===== src/rtl/conv_pkg.sv =====
// -----------------------------------------------------------------------------
// conv_pkg
// Types shared by the convolution device controller and its operand streamer.
//   stream_state_t : operand streamer FSM states
//   loop_idx_t     : one position of the x / y / ch_in / ch_out / k_v / k_h
//                    loop nest, 32 bits per index
//   wrap_inc()     : advance one loop index, wrapping to 0 after its last value
// -----------------------------------------------------------------------------
package conv_pkg;

    localparam int unsigned IDX_W = 32;

    typedef enum logic [1:0] {
        IDLE   = 2'd0,
        STREAM = 2'd1,
        DRAIN  = 2'd2
    } stream_state_t;

    typedef struct packed {
        logic [IDX_W-1:0] x;
        logic [IDX_W-1:0] y;
        logic [IDX_W-1:0] ch_in;
        logic [IDX_W-1:0] ch_out;
        logic [IDX_W-1:0] k_v;
        logic [IDX_W-1:0] k_h;
    } loop_idx_t;

    function automatic logic [IDX_W-1:0] wrap_inc(input logic [IDX_W-1:0] value,
                                                  input logic [IDX_W-1:0] last);
        return (value == last) ? '0 : value + 1'b1;
    endfunction

endpackage


===== src/rtl/operand_skid_buffer.sv =====
// -----------------------------------------------------------------------------
// operand_skid_buffer
// Two-entry FIFO holding {activation, weight} operand pairs between the memory
// read return and the a/b valid/ready interface.
//   clk_i, rst_ni : clock, asynchronous active-low reset
//   push_i        : write push_data_i this cycle (caller guarantees not full)
//   push_data_i   : operand pair to store
//   pop_i         : drop the head entry this cycle (caller guarantees not empty)
//   head_o        : oldest stored entry (all zeros after reset)
//   count_o       : occupancy, 0..2
// -----------------------------------------------------------------------------
module operand_skid_buffer #(
    parameter int unsigned DATA_W = 32
) (
    input  logic              clk_i,
    input  logic              rst_ni,
    input  logic              push_i,
    input  logic [DATA_W-1:0] push_data_i,
    input  logic              pop_i,
    output logic [DATA_W-1:0] head_o,
    output logic [1:0]        count_o
);

    logic [DATA_W-1:0] ent0_q, ent0_d;
    logic [DATA_W-1:0] ent1_q, ent1_d;
    logic              wr_ptr_q, wr_ptr_d;
    logic              rd_ptr_q, rd_ptr_d;
    logic [1:0]        count_q, count_d;

    always_comb begin
        ent0_d   = ent0_q;
        ent1_d   = ent1_q;
        wr_ptr_d = wr_ptr_q;
        rd_ptr_d = rd_ptr_q;
        count_d  = count_q;
        if (push_i) begin
            if (wr_ptr_q) begin
                ent1_d = push_data_i;
            end else begin
                ent0_d = push_data_i;
            end
            wr_ptr_d = ~wr_ptr_q;
        end
        if (pop_i) begin
            rd_ptr_d = ~rd_ptr_q;
        end
        count_d = count_q + {1'b0, push_i} - {1'b0, pop_i};
    end

    always_ff @(posedge clk_i or negedge rst_ni) begin
        if (!rst_ni) begin
            ent0_q   <= '0;
            ent1_q   <= '0;
            wr_ptr_q <= 1'b0;
            rd_ptr_q <= 1'b0;
            count_q  <= 2'd0;
        end else begin
            ent0_q   <= ent0_d;
            ent1_q   <= ent1_d;
            wr_ptr_q <= wr_ptr_d;
            rd_ptr_q <= rd_ptr_d;
            count_q  <= count_d;
        end
    end

    assign head_o  = rd_ptr_q ? ent1_q : ent0_q;
    assign count_o = count_q;

endmodule


===== src/rtl/conv_operand_streamer.sv =====
// -----------------------------------------------------------------------------
// conv_operand_streamer
// Walks the x / y / ch_in / ch_out / k_v / k_h loop nest, reads the matching
// activation and weight words from two single-port memories (1-cycle read
// latency) and presents them on the a/b operand interface.
//   clk, arst_n_in        : clock, asynchronous active-low reset
//   start                 : one-cycle pulse, starts a pass when idle
//   busy, done            : pass in progress / one-cycle end-of-pass pulse
//   act_re, act_addr      : activation read (low at feature-map padding taps)
//   wgt_re, wgt_addr      : weight read (high on every issue)
//   act_rdata, wgt_rdata  : read data, one cycle after the read enable
//   a_valid/a_ready/a_data, b_valid/b_ready/b_data : operand outputs
//   dbg_state_o           : FSM state
//   dbg_count_o           : skid buffer occupancy
//
// Handshake: a_valid and b_valid are always equal. A transfer happens in a
// cycle where a_valid && b_valid && a_ready && b_ready; ready on one side only
// transfers nothing. While valid is high and no transfer occurs, valid and
// data stay unchanged.
// -----------------------------------------------------------------------------
module conv_operand_streamer
    import conv_pkg::*;
#(
    parameter int unsigned FEATURE_MAP_WIDTH  = 1024,
    parameter int unsigned FEATURE_MAP_HEIGHT = 1024,
    parameter int unsigned INPUT_NB_CHANNELS  = 64,
    parameter int unsigned OUTPUT_NB_CHANNELS = 64,
    parameter int unsigned KERNEL_SIZE        = 3,
    parameter int unsigned IO_DATA_WIDTH      = 16,
    parameter int unsigned ADDR_WIDTH         = 32
) (
    input  logic                     clk,
    input  logic                     arst_n_in,
    input  logic                     start,
    output logic                     busy,
    output logic                     done,
    output logic                     act_re,
    output logic                     wgt_re,
    output logic [ADDR_WIDTH-1:0]    act_addr,
    output logic [ADDR_WIDTH-1:0]    wgt_addr,
    input  logic [IO_DATA_WIDTH-1:0] act_rdata,
    input  logic [IO_DATA_WIDTH-1:0] wgt_rdata,
    output logic                     a_valid,
    output logic                     b_valid,
    input  logic                     a_ready,
    input  logic                     b_ready,
    output logic [IO_DATA_WIDTH-1:0] a_data,
    output logic [IO_DATA_WIDTH-1:0] b_data,
    output stream_state_t            dbg_state_o,
    output logic [1:0]               dbg_count_o
);

    localparam logic [IDX_W-1:0] X_LAST  = IDX_W'(FEATURE_MAP_WIDTH - 1);
    localparam logic [IDX_W-1:0] Y_LAST  = IDX_W'(FEATURE_MAP_HEIGHT - 1);
    localparam logic [IDX_W-1:0] CI_LAST = IDX_W'(INPUT_NB_CHANNELS - 1);
    localparam logic [IDX_W-1:0] CO_LAST = IDX_W'(OUTPUT_NB_CHANNELS - 1);
    localparam logic [IDX_W-1:0] K_LAST  = IDX_W'(KERNEL_SIZE - 1);

    localparam logic signed [IDX_W:0] HALF_K = (IDX_W + 1)'(KERNEL_SIZE / 2);
    localparam logic signed [IDX_W:0] MAP_W  = (IDX_W + 1)'(FEATURE_MAP_WIDTH);
    localparam logic signed [IDX_W:0] MAP_H  = (IDX_W + 1)'(FEATURE_MAP_HEIGHT);

    localparam logic [ADDR_WIDTH-1:0] A_W   = ADDR_WIDTH'(FEATURE_MAP_WIDTH);
    localparam logic [ADDR_WIDTH-1:0] A_CIN = ADDR_WIDTH'(INPUT_NB_CHANNELS);
    localparam logic [ADDR_WIDTH-1:0] A_K   = ADDR_WIDTH'(KERNEL_SIZE);

    stream_state_t state_q, state_d;
    loop_idx_t     idx_q, idx_d;
    logic          inflight_q;  // a read was issued last cycle; data returns now
    logic          pad_q;       // that read was a padding tap

    logic          issue;
    logic          pop;
    logic [1:0]    buf_count;
    logic [2*IO_DATA_WIDTH-1:0] buf_head;
    logic [2*IO_DATA_WIDTH-1:0] push_data;

    logic signed [IDX_W:0] xi, yi;
    logic                  in_bounds;
    logic [ADDR_WIDTH-1:0] xu, yu;
    logic [ADDR_WIDTH-1:0] act_addr_c, wgt_addr_c;

    logic last_x, last_y, last_ci, last_co, last_kv, last_kh;
    logic c_kv, c_co, c_ci, c_y, c_x, last_tap;

    // ---------------------------------------------------------------------
    // Tap position and addresses
    // ---------------------------------------------------------------------
    always_comb begin
        xi = $signed({1'b0, idx_q.x}) + $signed({1'b0, idx_q.k_h}) - HALF_K;
        yi = $signed({1'b0, idx_q.y}) + $signed({1'b0, idx_q.k_v}) - HALF_K;
        in_bounds = !xi[IDX_W] && !yi[IDX_W] && (xi < MAP_W) && (yi < MAP_H);
        xu = ADDR_WIDTH'(xi[IDX_W-1:0]);
        yu = ADDR_WIDTH'(yi[IDX_W-1:0]);
        act_addr_c = (yu * A_W + xu) * A_CIN + ADDR_WIDTH'(idx_q.ch_in);
        wgt_addr_c = ((ADDR_WIDTH'(idx_q.ch_out) * A_CIN + ADDR_WIDTH'(idx_q.ch_in)) * A_K
                      + ADDR_WIDTH'(idx_q.k_v)) * A_K + ADDR_WIDTH'(idx_q.k_h);
    end

    // ---------------------------------------------------------------------
    // Issue control. The space check uses the occupancy after this cycle's
    // pop so that a steady stream issues every cycle; it keeps
    // occupancy + reads in flight <= 2, so the buffer can never overflow.
    // ---------------------------------------------------------------------
    assign pop   = a_valid && b_valid && a_ready && b_ready;
    assign issue = (state_q == STREAM) &&
                   (({1'b0, buf_count} - {2'b00, pop} + {2'b00, inflight_q}) < 3'd2);

    assign act_re   = issue && in_bounds;
    assign wgt_re   = issue;
    assign act_addr = act_re ? act_addr_c : '0;
    assign wgt_addr = wgt_re ? wgt_addr_c : '0;

    // ---------------------------------------------------------------------
    // Loop nest counters: k_h innermost, x outermost. c_* is the carry into
    // each counter (all inner counters at their last value).
    // ---------------------------------------------------------------------
    always_comb begin
        last_x   = (idx_q.x == X_LAST);
        last_y   = (idx_q.y == Y_LAST);
        last_ci  = (idx_q.ch_in == CI_LAST);
        last_co  = (idx_q.ch_out == CO_LAST);
        last_kv  = (idx_q.k_v == K_LAST);
        last_kh  = (idx_q.k_h == K_LAST);
        c_kv     = last_kh;
        c_co     = c_kv && last_kv;
        c_ci     = c_co && last_co;
        c_y      = c_ci && last_ci;
        c_x      = c_y && last_y;
        last_tap = c_x && last_x;

        idx_d = idx_q;
        if (state_q == IDLE && start) begin
            idx_d = '0;
        end else if (issue) begin
            idx_d.k_h = wrap_inc(idx_q.k_h, K_LAST);
            if (c_kv) idx_d.k_v    = wrap_inc(idx_q.k_v, K_LAST);
            if (c_co) idx_d.ch_out = wrap_inc(idx_q.ch_out, CO_LAST);
            if (c_ci) idx_d.ch_in  = wrap_inc(idx_q.ch_in, CI_LAST);
            if (c_y)  idx_d.y      = wrap_inc(idx_q.y, Y_LAST);
            if (c_x)  idx_d.x      = wrap_inc(idx_q.x, X_LAST);
        end
    end

    // ---------------------------------------------------------------------
    // FSM next state
    // ---------------------------------------------------------------------
    always_comb begin
        state_d = state_q;
        done    = 1'b0;
        case (state_q)
            IDLE: begin
                if (start) state_d = STREAM;
            end
            STREAM: begin
                if (issue && last_tap) state_d = DRAIN;
            end
            DRAIN: begin
                if (buf_count == 2'd0 && !inflight_q) begin
                    state_d = IDLE;
                    done    = 1'b1;
                end
            end
            default: state_d = IDLE;
        endcase
    end

    always_ff @(posedge clk or negedge arst_n_in) begin
        if (!arst_n_in) begin
            state_q    <= IDLE;
            idx_q      <= '0;
            inflight_q <= 1'b0;
            pad_q      <= 1'b0;
        end else begin
            state_q    <= state_d;
            idx_q      <= idx_d;
            inflight_q <= issue;
            pad_q      <= issue && !in_bounds;
        end
    end

    // ---------------------------------------------------------------------
    // Returning read data goes straight into the skid buffer; padding taps
    // replace whatever the activation memory drives with zero.
    // ---------------------------------------------------------------------
    assign push_data = {(pad_q ? '0 : act_rdata), wgt_rdata};

    operand_skid_buffer #(
        .DATA_W (2 * IO_DATA_WIDTH)
    ) u_skid (
        .clk_i       (clk),
        .rst_ni      (arst_n_in),
        .push_i      (inflight_q),
        .push_data_i (push_data),
        .pop_i       (pop),
        .head_o      (buf_head),
        .count_o     (buf_count)
    );

    assign a_valid     = (buf_count != 2'd0);
    assign b_valid     = (buf_count != 2'd0);
    assign a_data      = buf_head[2*IO_DATA_WIDTH-1:IO_DATA_WIDTH];
    assign b_data      = buf_head[IO_DATA_WIDTH-1:0];
    assign busy        = (state_q != IDLE);
    assign dbg_state_o = state_q;
    assign dbg_count_o = buf_count;

endmodule


===== config.mk =====
export PLATFORM = sky130hd
export DESIGN_NAME = conv_operand_streamer
export DESIGN_NICKNAME = d
export VERILOG_FILES = /design/src/rtl/conv_pkg.sv /design/src/rtl/operand_skid_buffer.sv /design/src/rtl/conv_operand_streamer.sv
export SDC_FILE = /design/constraint.sdc
export NUM_CORES = 1
export LEC_CHECK = 0
export BUFFER_PORTS_ARGS = -buffer_cell sky130_fd_sc_hd__buf_2
export CORE_MARGIN = 2
export CORE_UTILIZATION = 30
export DETAILED_ROUTE_END_ITERATION = 8
export PLACE_DENSITY = 0.42
export RECOVER_POWER = 25
export SYNTH_ARGS = -nofsm -noshare
export SYNTH_HDL_FRONTEND = slang
export SYNTH_SLANG_ARGS = --single-unit

===== constraint.sdc =====
create_clock -name clk -period 10.01 [get_ports clk]
set_input_delay 2.5025 -clock clk [delete_from_list [all_inputs] [get_ports clk]]
set_output_delay 2.5025 -clock clk [all_outputs]
set_load 0.02 [all_outputs]

After elaboration in Yosys (flattened, before gate mapping)
Cells that the tools add are included.
Widths: inputs -> output; s select.
- register bits after elaboration: 264
- input port bits: 37
- output and inout port bits: 106
- logic and storage cells: 112
- add/sub/neg operators: 19
- $mul: 2
- order comparisons: 3
- equality and inequality tests: 11
- multiplexer cells: 23
- bitwise operators: 2
- reduce and logical (&&, ||, !) cells: 38
- operator list (kind ; number):
    $mux 32 ; 14
    $mux 192 ; 2
    $add 32x1->32 const B ; 6
    $add 32x32->32 ; 4
    $add 32x32->33 ; 2
    $lt 33x12->1 const B ; 2
    $sub 33x2->33 const B ; 2
    $eq 32x10->1 const B ; 2
    $eq 32x2->1 const B ; 2
    $eq 32x6->1 const B ; 2
    $mul 32x2->32 const B ; 2
    $add 26x26->26 ; 1
    $logic_and 1x1->1 ; 16
    $mux 16 ; 1
    $reduce_bool 2->1 ; 8
    $reduce_and 2->1 ; 7
    $mux 2 ; 3
    $pmux 2 s3 ; 1
    $logic_not 1->1 ; 4
    $logic_not 2->1 ; 2
    $ne 2x2->1 const B ; 2
    $add 3x1->3 ; 1
    $lt 3x2->1 const B ; 1
    $reduce_and 3->1 ; 1
    other kinds (8) ; 10

Logic depth before layout (Yosys ltp)
Gate-level depths: netlist of the first run.
- word-level depth: 10
- mapped depth: 33
- gate-level depth less buffers: 33

By module
A second synthesis of the first run with hierarchy kept.
- cells, all modules: 2996
- area, all modules: 25245.5 um^2
- modules (own cells, without submodules) (module ; times used ; cells each ; area an instance (um^2) ; seq. area each (um^2)):
    conv_operand_streamer ; 1 ; 2811 ; 22271.4 ; 4904.7
    operand_skid_buffer ; 1 ; 185 ; 2974.1 ; 1701.6

Worst setup path before layout of the first run
No wires, ideal clock.
- kind: register to output
- from: reg idx_q[102] (netlist name)
- to: out wgt_addr[31]
- arrival time: 7325 ps
- required time: 7508 ps
- path slack: 182 ps
- cell stages (with the launch flop): 32
- path buffers: 0
- path through: dfrtp_1 ha_1 fa_1 a211o_1 a21oi_1 o21ai_0 a221oi_1 a31oi_1 a41o_1 o21ai_0 nand2b_1 xnor2_1 fa_1 inv_1 ha_1 a21o_1 or3_1 o21ai_0 o21ai_1 nand2_1 nand2_1 a21oi_1 xnor2_1 fa_1 inv_1 ha_1 inv_1 nor2_1 o31a_1 or3_1 nand4_1 nor3b_1
- word-level cells in the longest chain between the ends: 6
- RTL lines (item ; RTL line ; RTL):
    start, declared ; conv_operand_streamer.sv:68 ; loop_idx_t idx_q, idx_d;
    start signal, assigned ; conv_operand_streamer.sv:176 ; idx_q <= idx_d;
    $add 32x32->32 ; conv_operand_streamer.sv:96 ; wgt_addr_c = ((ADDR_WIDTH'(idx_q.ch_out) * A_CIN + ADDR_WIDTH'(idx_q.ch_in)) * A_K
    $mul 32x2->32 ; conv_operand_streamer.sv:96 ;
    $add 32x32->32 ; conv_operand_streamer.sv:97 ; + ADDR_WIDTH'(idx_q.k_v)) * A_K + ADDR_WIDTH'(idx_q.k_h);
    $mul 32x2->32 ; conv_operand_streamer.sv:97 ;
    $add 32x32->32 ; conv_operand_streamer.sv:97 ;
    $mux 32 ; conv_operand_streamer.sv:112 ; assign wgt_addr = wgt_re ? wgt_addr_c : '0;
    end, declared ; conv_operand_streamer.sv:40 ; output logic [ADDR_WIDTH-1:0] wgt_addr,
Every way passes these cells.

Worst setup path after layout of the first run
- from: reg idx_q[64] (netlist name)
- to: out wgt_addr[31]
The elaborated chain is that of the path after synthesis.

==> metrics.txt, run 1 <==
outcome complete, but fails checks; failing checks capacitance limit, slew limit, setup timing; latest clock arrival within the worst-skew pair 590 ps; gp weighted congestion 0.8728; register share of total power 0.221; fmax 99.27 MHz; Max Root-Sink Buffers 3; P_sw 0.002770 W; Synth Flop Type dfrtp_1; Worst Path Max Fanout 5; EDFF count, synth 0; Worst setup EP type primary output; number of top-level pins 143; die area 88760 sq um; vias in the first global route 23.65k; register area share after synthesis 0.2549; area taken by multi-input logic gates 18330 sq um; CTS Buf Count 37; Critical Path Max Stage Delay 480 ps; number of fillers in the final layout 9015; period utilization 1.006; first-pass GRT wire length 142.6 mm; power per cell area 201.8 nW/um^2; sw frac 0.4456; Post-Synthesis Cell Area 25920 sq um; DR pass1 iterations 5; Post-Route Skew 36.54 ps; DRC Markers 0; CTS root buf clkbuf_16; final antenna-violating net count 0; FF-to-FF Start u_skid.count_o[1]; clock-pin slew on the worst setup and hold paths 60 ps; syn_area_per_cell 8.174 sq um; Post-CTS Hold Fix Bufs 0; Design Area, Final 30800 sq um; clock sinks 264; Static Leakage 14.68 nW; Yosys reg bits 264; nets@finish 3782; H-tree levels 2; buffer and inverter count on the worst path 7; Storage cell area 6610 sq um; Comb power frac 0.555; worst vdd ir 0.2075 mV; HP Class flop to flop; Initial Util 0.3034; Min Clock Period, post-route 10070 ps; Post-synth ARST share 1.000; Slew headroom -3.456; RSZ-0062 raised after global routing true; Slowest cell on crit path fa_1; antenna cell count 0; pin count of the biggest net entering global routing 111; core area 85410 sq um; post-synthesis net count 3543; wirelength, routed 92.50 mm; Worst path top cell family by delay compound AO/OA/AOI/OAI gates; Max Slew Vio Count 111; row cnt 107; synth unique cells 77; Critical Path RT 7510 ps; Tot GR Track Use 0.2049; Max-cap violations 1; internal power 0.003447 W; Port Buf Inserts 142; grt total ovfl 0; DRC violation total after the first TritonRoute iteration 1582; TritonCTS clock tree done; Post-DP Area 28590 sq um; vias per inst 5.216; crit path launch idx_q[64]; layout cell share with drive strength beyond 1 0.1630; chip height 297.9 um; DR WL/cell 20.20 um; Critical Path AT 7570 ps; synthesized netlist cell count 3171; synth warn 0; Hold Startpoint u_skid.ent1_q[29]; CP Class flop to primary output; die width 297.9 um; Fin. Hold Viols 0; Clock Power Share 0.224; post-route setup slack -63.10 ps; Slew @ Worst Pin 6684 ps; P&R area growth vs syn 18.85%; Vias 23.88k; startpoint types flop; initial antenna violation count 2; final setup vio count 1; Setup TNS Final -63.10 ps; DP HPWL 74.52 mm
-- cell type report --
class	instances	share of cell area
Multi-Input combinational cell	2460	0.5951
Tap cell	1144	0.04647
Clock buffer	54	0.03538
Sequential cell	264	0.2146
Timing Repair Buffer	284	0.05833
Clock inverter	10	0.005808
Inverter	363	0.04431
-- power by group through the flow --
stage / Sequential, W / Clock, W / Combinational [W]
4_1_cts: 0.00138 / 0.00144 / 0.00346
2_1_floorplan: 0.00134 / 0 / 0.00241
6_report: 0.00137 / 0.00139 / 0.00345
5_1_grt: 0.00140 / 0.00147 / 0.00385
3_5_place_dp: 0.00139 / 0 / 0.00341
3_3_place_gp: 0.00138 / 0 / 0.00340
-- sequential cells by signal, summed over array words and instances, names as in the netlist --
name and count:
u_skid.count_o 2, inflight_q 1, dbg_state_o 2, u_skid.wr_ptr_q 1
u_skid.ent0_q 32, u_skid.rd_ptr_q 1, pad_q 1, u_skid.ent1_q 32
idx_q 192
-- path summary, 6_finish.rpt --
kind / slack [ps] / cells after the start / endpoint
min reg2reg: 470 / 2 / u_skid.ent1_q[29]
max in group asynchronous: 1800 / 1 / idx_q[56]
max: -60 / 32 / wgt_addr[31]
max reg2reg: 3890 / 19 / idx_q[58]
min in group asynchronous: 4400 / 1 / u_skid.ent1_q[7]
min: 470 / 2 / u_skid.ent1_q[29]
-- synth_stat cells (7+ instances only) --
cell type	instances	area, sq um
inv_1	363	1363
ha_1	271	3391
dfrtp_1	264	6606
nor2_1	262	983.4
nand2_1	253	949.7
o21ai_0	225	1126
a21oi_1	183	915.9
xnor2_1	183	1603
nand3_1	99	495.5
nor4_1	73	456.7
clkbuf_1	72	270.3
nor3_1	72	360.4
xor2_1	72	630.6
a21o_1	70	525.5
mux2_2	66	743.2
fa_1	64	1281
and3_1	62	387.9
nand4_1	49	306.5
nand2b_1	39	244.0
and2_1	36	225.2
o21bai_1	33	247.7
or3_1	29	181.4
a31oi_1	25	156.4
a211oi_1	24	180.2
nor2b_1	24	150.1
o31ai_1	22	165.2
o21a_1	15	112.6
o211ai_1	13	97.59
nor3b_1	12	90.09
or2_2	12	75.07
and4_1	11	96.34
mux2i_1	11	110.1
o41ai_1	10	87.58
or4_1	10	75.07
a2111oi_0	8	70.07
a211o_1	8	70.07
a311oi_1	7	61.31
a31o_2	7	61.31
o22ai_1	7	43.79
-- layer usage --
layer | up-vias | wire length [um] | track usage
li1 | 11610 | - | -
met1 | 11660 | 43400 | 0.2852
met2 | 512 | 42860 | 0.3375
met3 | 95 | 3921 | 0.02224
met4 | 0 | 2316 | 0.05229
met5 | - | 0 | 0
-- layout by cell type, fill, tap and decap left out, drive strengths merged, types with 12 or more instances in the layout --
master	count
a211oi	24
a21o	70
a21oi	183
a31oi	25
and2	36
and3	63
buf	278
clkbuf	60
dfrtp	264
fa	64
ha	271
inv	364
mux2	66
nand2	253
nand2b	39
nand3	100
nand4	49
nor2	262
nor2b	24
nor3	73
nor3b	12
nor4	76
o211ai	13
o21a	15
o21ai	231
o21bai	33
o31ai	22
or2	12
or3	29
xnor2	183
xor2	72
-- timing repair --
action / in CTS / in global routing
setup buffers: 23 / 10
pin swaps: 65 / 44
setup endpoints to repair: 12 / 13
gates resized for setup: 94 / 67
-- worst register-to-register path, stage by stage, from the launching register on --
cell and delay, ps:
dfrtp_1 430, or2_2 380, and3_1 250, ha_1 280, inv_1 60, ha_1 140
inv_1 50, fa_1 370, xnor2_1 210, or3b_2 490, buf_4 280, nor3_1 730
or2_2 230, buf_4 440, nand2_1 150, nor3_1 460, nand3_1 430, nor4_1 360
xnor2_1 170, nor2_1 60
-- per-stage QoR --
stage                     setup slack, ps    util  hold slack, ps  total power [W]  cells
after detailed placement           -35.43  0.3347           465.3         0.004806   4486
final                              -63.10  0.3606           473.0         0.006217   4579
after global routing               -459.5  0.3606           489.3         0.006726   4579
after CTS                          -72.18  0.3566           478.3         0.006275   4570
after floorplan                     182.1       -           444.4         0.003756   3171
after global placement              11.45  0.3347           458.7         0.004777   4486
-- cells by family (layout without fill, tap and decap cells) --
| logic type | count (synthesis) | count (layout) | share of synthesized area |
|---|---|---|---|
| adder cells (fa/ha/maj) | 335 | 335 | 0.1803 |
| flip-flops | 264 | 264 | 0.2549 |
| multiplexers | 77 | 77 | 0.03292 |
| XOR/XNOR | 255 | 255 | 0.08617 |
| buffers and inverters | 447 | 711 | 0.06599 |
| AO/OA/AOI/OAI | 723 | 723 | 0.1736 |
| AND/OR/NAND/NOR | 1070 | 1070 | 0.2062 |
No activity file was read; power rests on OpenSTA's default activity.
==> inputs of run 2 (changes only) <==
--- a/config.mk
+++ b/config.mk
@@ -6,6 +6,7 @@
 export NUM_CORES = 1
 export LEC_CHECK = 0
 export BUFFER_PORTS_ARGS = -buffer_cell sky130_fd_sc_hd__buf_2
+export CORE_ASPECT_RATIO = 0.7
 export CORE_MARGIN = 2
 export CORE_UTILIZATION = 30
 export DETAILED_ROUTE_END_ITERATION = 8
==> constraint.sdc (replaced) <==
create_clock -name clk -period 12 [get_ports clk]
set_input_delay 3 -clock clk [delete_from_list [all_inputs] [get_ports clk]]
set_output_delay 3 -clock clk [all_outputs]
set_load 0.02 [all_outputs]
==> run 2 against run 1 <==
- combinational power down 18%
- power is 18% lower
- critical endpoint unchanged
- critical path depth did not move
- sequential share of layout area rose by 1.2 points
- count of clock-buffer cells in the layout shrank 1
- final cell count decreased by 2.5%
- clock power fell by 19%
- sequential power fell by 15%
- die area is essentially flat
- worst hold slack improved by 0.50 ps
- the run ends with capacitance limit, slew limit left
- register-to-register slack gained 1600 ps
- highest routed layer is now met5
==> metrics.txt, run 2 (synthesis results as in run 1) <==
Setup TNS Final 0 ps (+63.10 ps); HP Class flop to flop; fmax 87.86 MHz; most frequent cells in the layout 363 x inv_1, 271 x ha_1, 262 x dfrtp_1; chip height 249.9 um (-16%); power per cell area 175.7 nW/um^2 (-13%); layout cell share with drive strength beyond 1 0.09861 (-0.06441); TritonCTS clock tree done; Min Clock Period, post-route 11380 ps; period utilization 0.9485; CTS root buf clkbuf_16; clock sinks 264 (unchanged); outcome complete, but fails checks; antenna cell count 0 (unchanged); grt total ovfl 0 (unchanged); DRC violation total after the first TritonRoute iteration 1687 (+6.6%); Slew @ Worst Pin 5371 ps (-1313 ps); Largest regs idx_q (192), u_skid.ent0_q (32), u_skid.ent1_q (32); Port Buf Inserts 142 (unchanged); Static Leakage 13.96 nW (-4.9%); Final Non-Filler Cells 4466 (-2.5%); wirelength, routed 90.53 mm (-2.1%); RSZ-0062 raised after global routing false; number of top-level pins 143 (unchanged); final setup vio count 0 (-1); Critical Path Max Stage Delay 530 ps (+50 ps); Critical Path RT 9000 ps (+1490 ps); vias per inst 5.218 (about the same); final antenna-violating net count 0 (unchanged); CTS Buf Count 35 (-5.4%); Vias 23.30k (-2.4%); Worst setup EP type primary output; P&R area growth vs syn 12.53%; Initial Util 0.3017 (-0.001785); Fin. Hold Viols 0 (unchanged); latest clock arrival within the worst-skew pair 570 ps (-20 ps); post-route setup slack 617.9 ps (+681.0 ps); row cnt 90 (-16%); vias in the first global route 22.83k (-3.5%); DRC Markers 0 (unchanged); Max-cap violations 2 (+1); number of post-CTS setup repair buffers 0 (-100%); Tot GR Track Use 0.2017 (-0.003175); clock-pin slew on the worst setup and hold paths 50 ps (about the same); first-pass GRT wire length 138.4 mm (-2.9%); placed cells 4403 (-1.9%); commonest non-fill, non-tap cell in the layout inv_1; post-CTS sizing 0 (-100%); Worst Path Max Fanout 7 (+2); Max Root-Sink Buffers 3 (unchanged); Worst path top cell family by delay compound AO/OA/AOI/OAI gates; failing checks capacitance limit, slew limit; DP HPWL 73.78 mm (-0.99%); initial antenna violation count 7 (+5); pin count of the biggest net entering global routing 91 (-18%); Design Area, Final 29170 sq um (-5.3%); Setup WS pre-CTS 913.0 ps (+948.4 ps); die area 88800 sq um (about the same); Critical Path AT 8380 ps (+810 ps); DR WL/cell 20.27 um (+0.35%); worst vdd ir 0.2340 mV (+13%); core area 85920 sq um (+0.59%); Slew headroom -2.581 (+0.8754); die width 355.3 um (+19%); buffer and inverter count on the worst path 4 (-3); H-tree levels 2 (unchanged); DR pass1 iterations 8 (+3); max reg flops 192 (unchanged); Post-Route Skew 33.82 ps (-2.727 ps); Reg with most FFs idx_q; gp weighted congestion 0.8675 (-0.61%); Max Slew Vio Count 132 (+19%); Slowest cell on crit path fa_1; nets@finish 3662 (-3.2%); CP Class flop to primary output; startpoint types flop; Post-CTS Hold Fix Bufs 0 (unchanged); Post-DP Area 27930 sq um (-2.3%)
run 2: cell count changes in the layout (fill, tap and decap cells not counted), sizes merged:
cell	previous run	this run
inv	364	365
buf	278	159
clkinvlp	1	0
run 2: final cells by class:
class	count	area (sq um)
flip-flops and latches	264	6609
clock inverters	10	143.9
inverters	363	1363
well taps	1150	1439
fillers	9021	56750
multi-input cells	2460	17660
repair buffers	166	879.6
clock buffers	53	1076
run 2: power breakdown:
| part | internal [W] | switching [W] |
|---|---|---|
| clock | 0.000686 | 0.000444 |
| sequential | 0.00103 | 0.000142 |
| combinational | 0.00109 | 0.00173 |
run 2: worst paths after layout:
| kind | slack (ps) | start | end | cells past startpoint |
|---|---|---|---|---|
| worst max-delay path | 620 | idx_q[102] | wgt_addr[31] | 32 |
| worst min-delay path | 470 | u_skid.ent0_q[17] | u_skid.ent0_q[17] | 2 |
| worst max register to register | 5450 | u_skid.count_o[1] | idx_q[90] | 18 |
| worst min register to register | 470 | u_skid.ent0_q[17] | u_skid.ent0_q[17] | 2 |
| max in group asynchronous | 2940 | arst_n_in | u_skid.rd_ptr_q | 3 |
| min in group asynchronous | 4410 | arst_n_in | idx_q[130] | 1 |
run 2: worst reg2reg max path: cells and delay by family (launching register included):
family / cells / cell delay [ps]
and+or+nand+nor: 10 / 4560
adders and majority gates: 3 / 790
DFF: 1 / 430
buffers and inverters: 3 / 360
xor gates and xnor gates: 1 / 210
AOI/OAI and AO/OA: 1 / 140
run 2: layer usage:
layer	up-vias	track usage	part of all wire
met5	-	0	0.00038
met4	6	0.05121	0.023
met3	115	0.04139	0.068
met2	624	0.2805	0.39
met1	11210	0.3109	0.51
li1	11350	-	-
run 2: through the flow:
stage / total power [W] / hold slack (ps) / util
2_1_floorplan: 0.003134 / 444.4 / -
3_3_place_gp: 0.003972 / 456.4 / 0.3250
3_5_place_dp: 0.004008 / 466.2 / 0.3250
4_1_cts: 0.005172 / 478.1 / 0.3392
5_1_grt: 0.005516 / 502.5 / 0.3395
6_report: 0.005126 / 473.5 / 0.3395
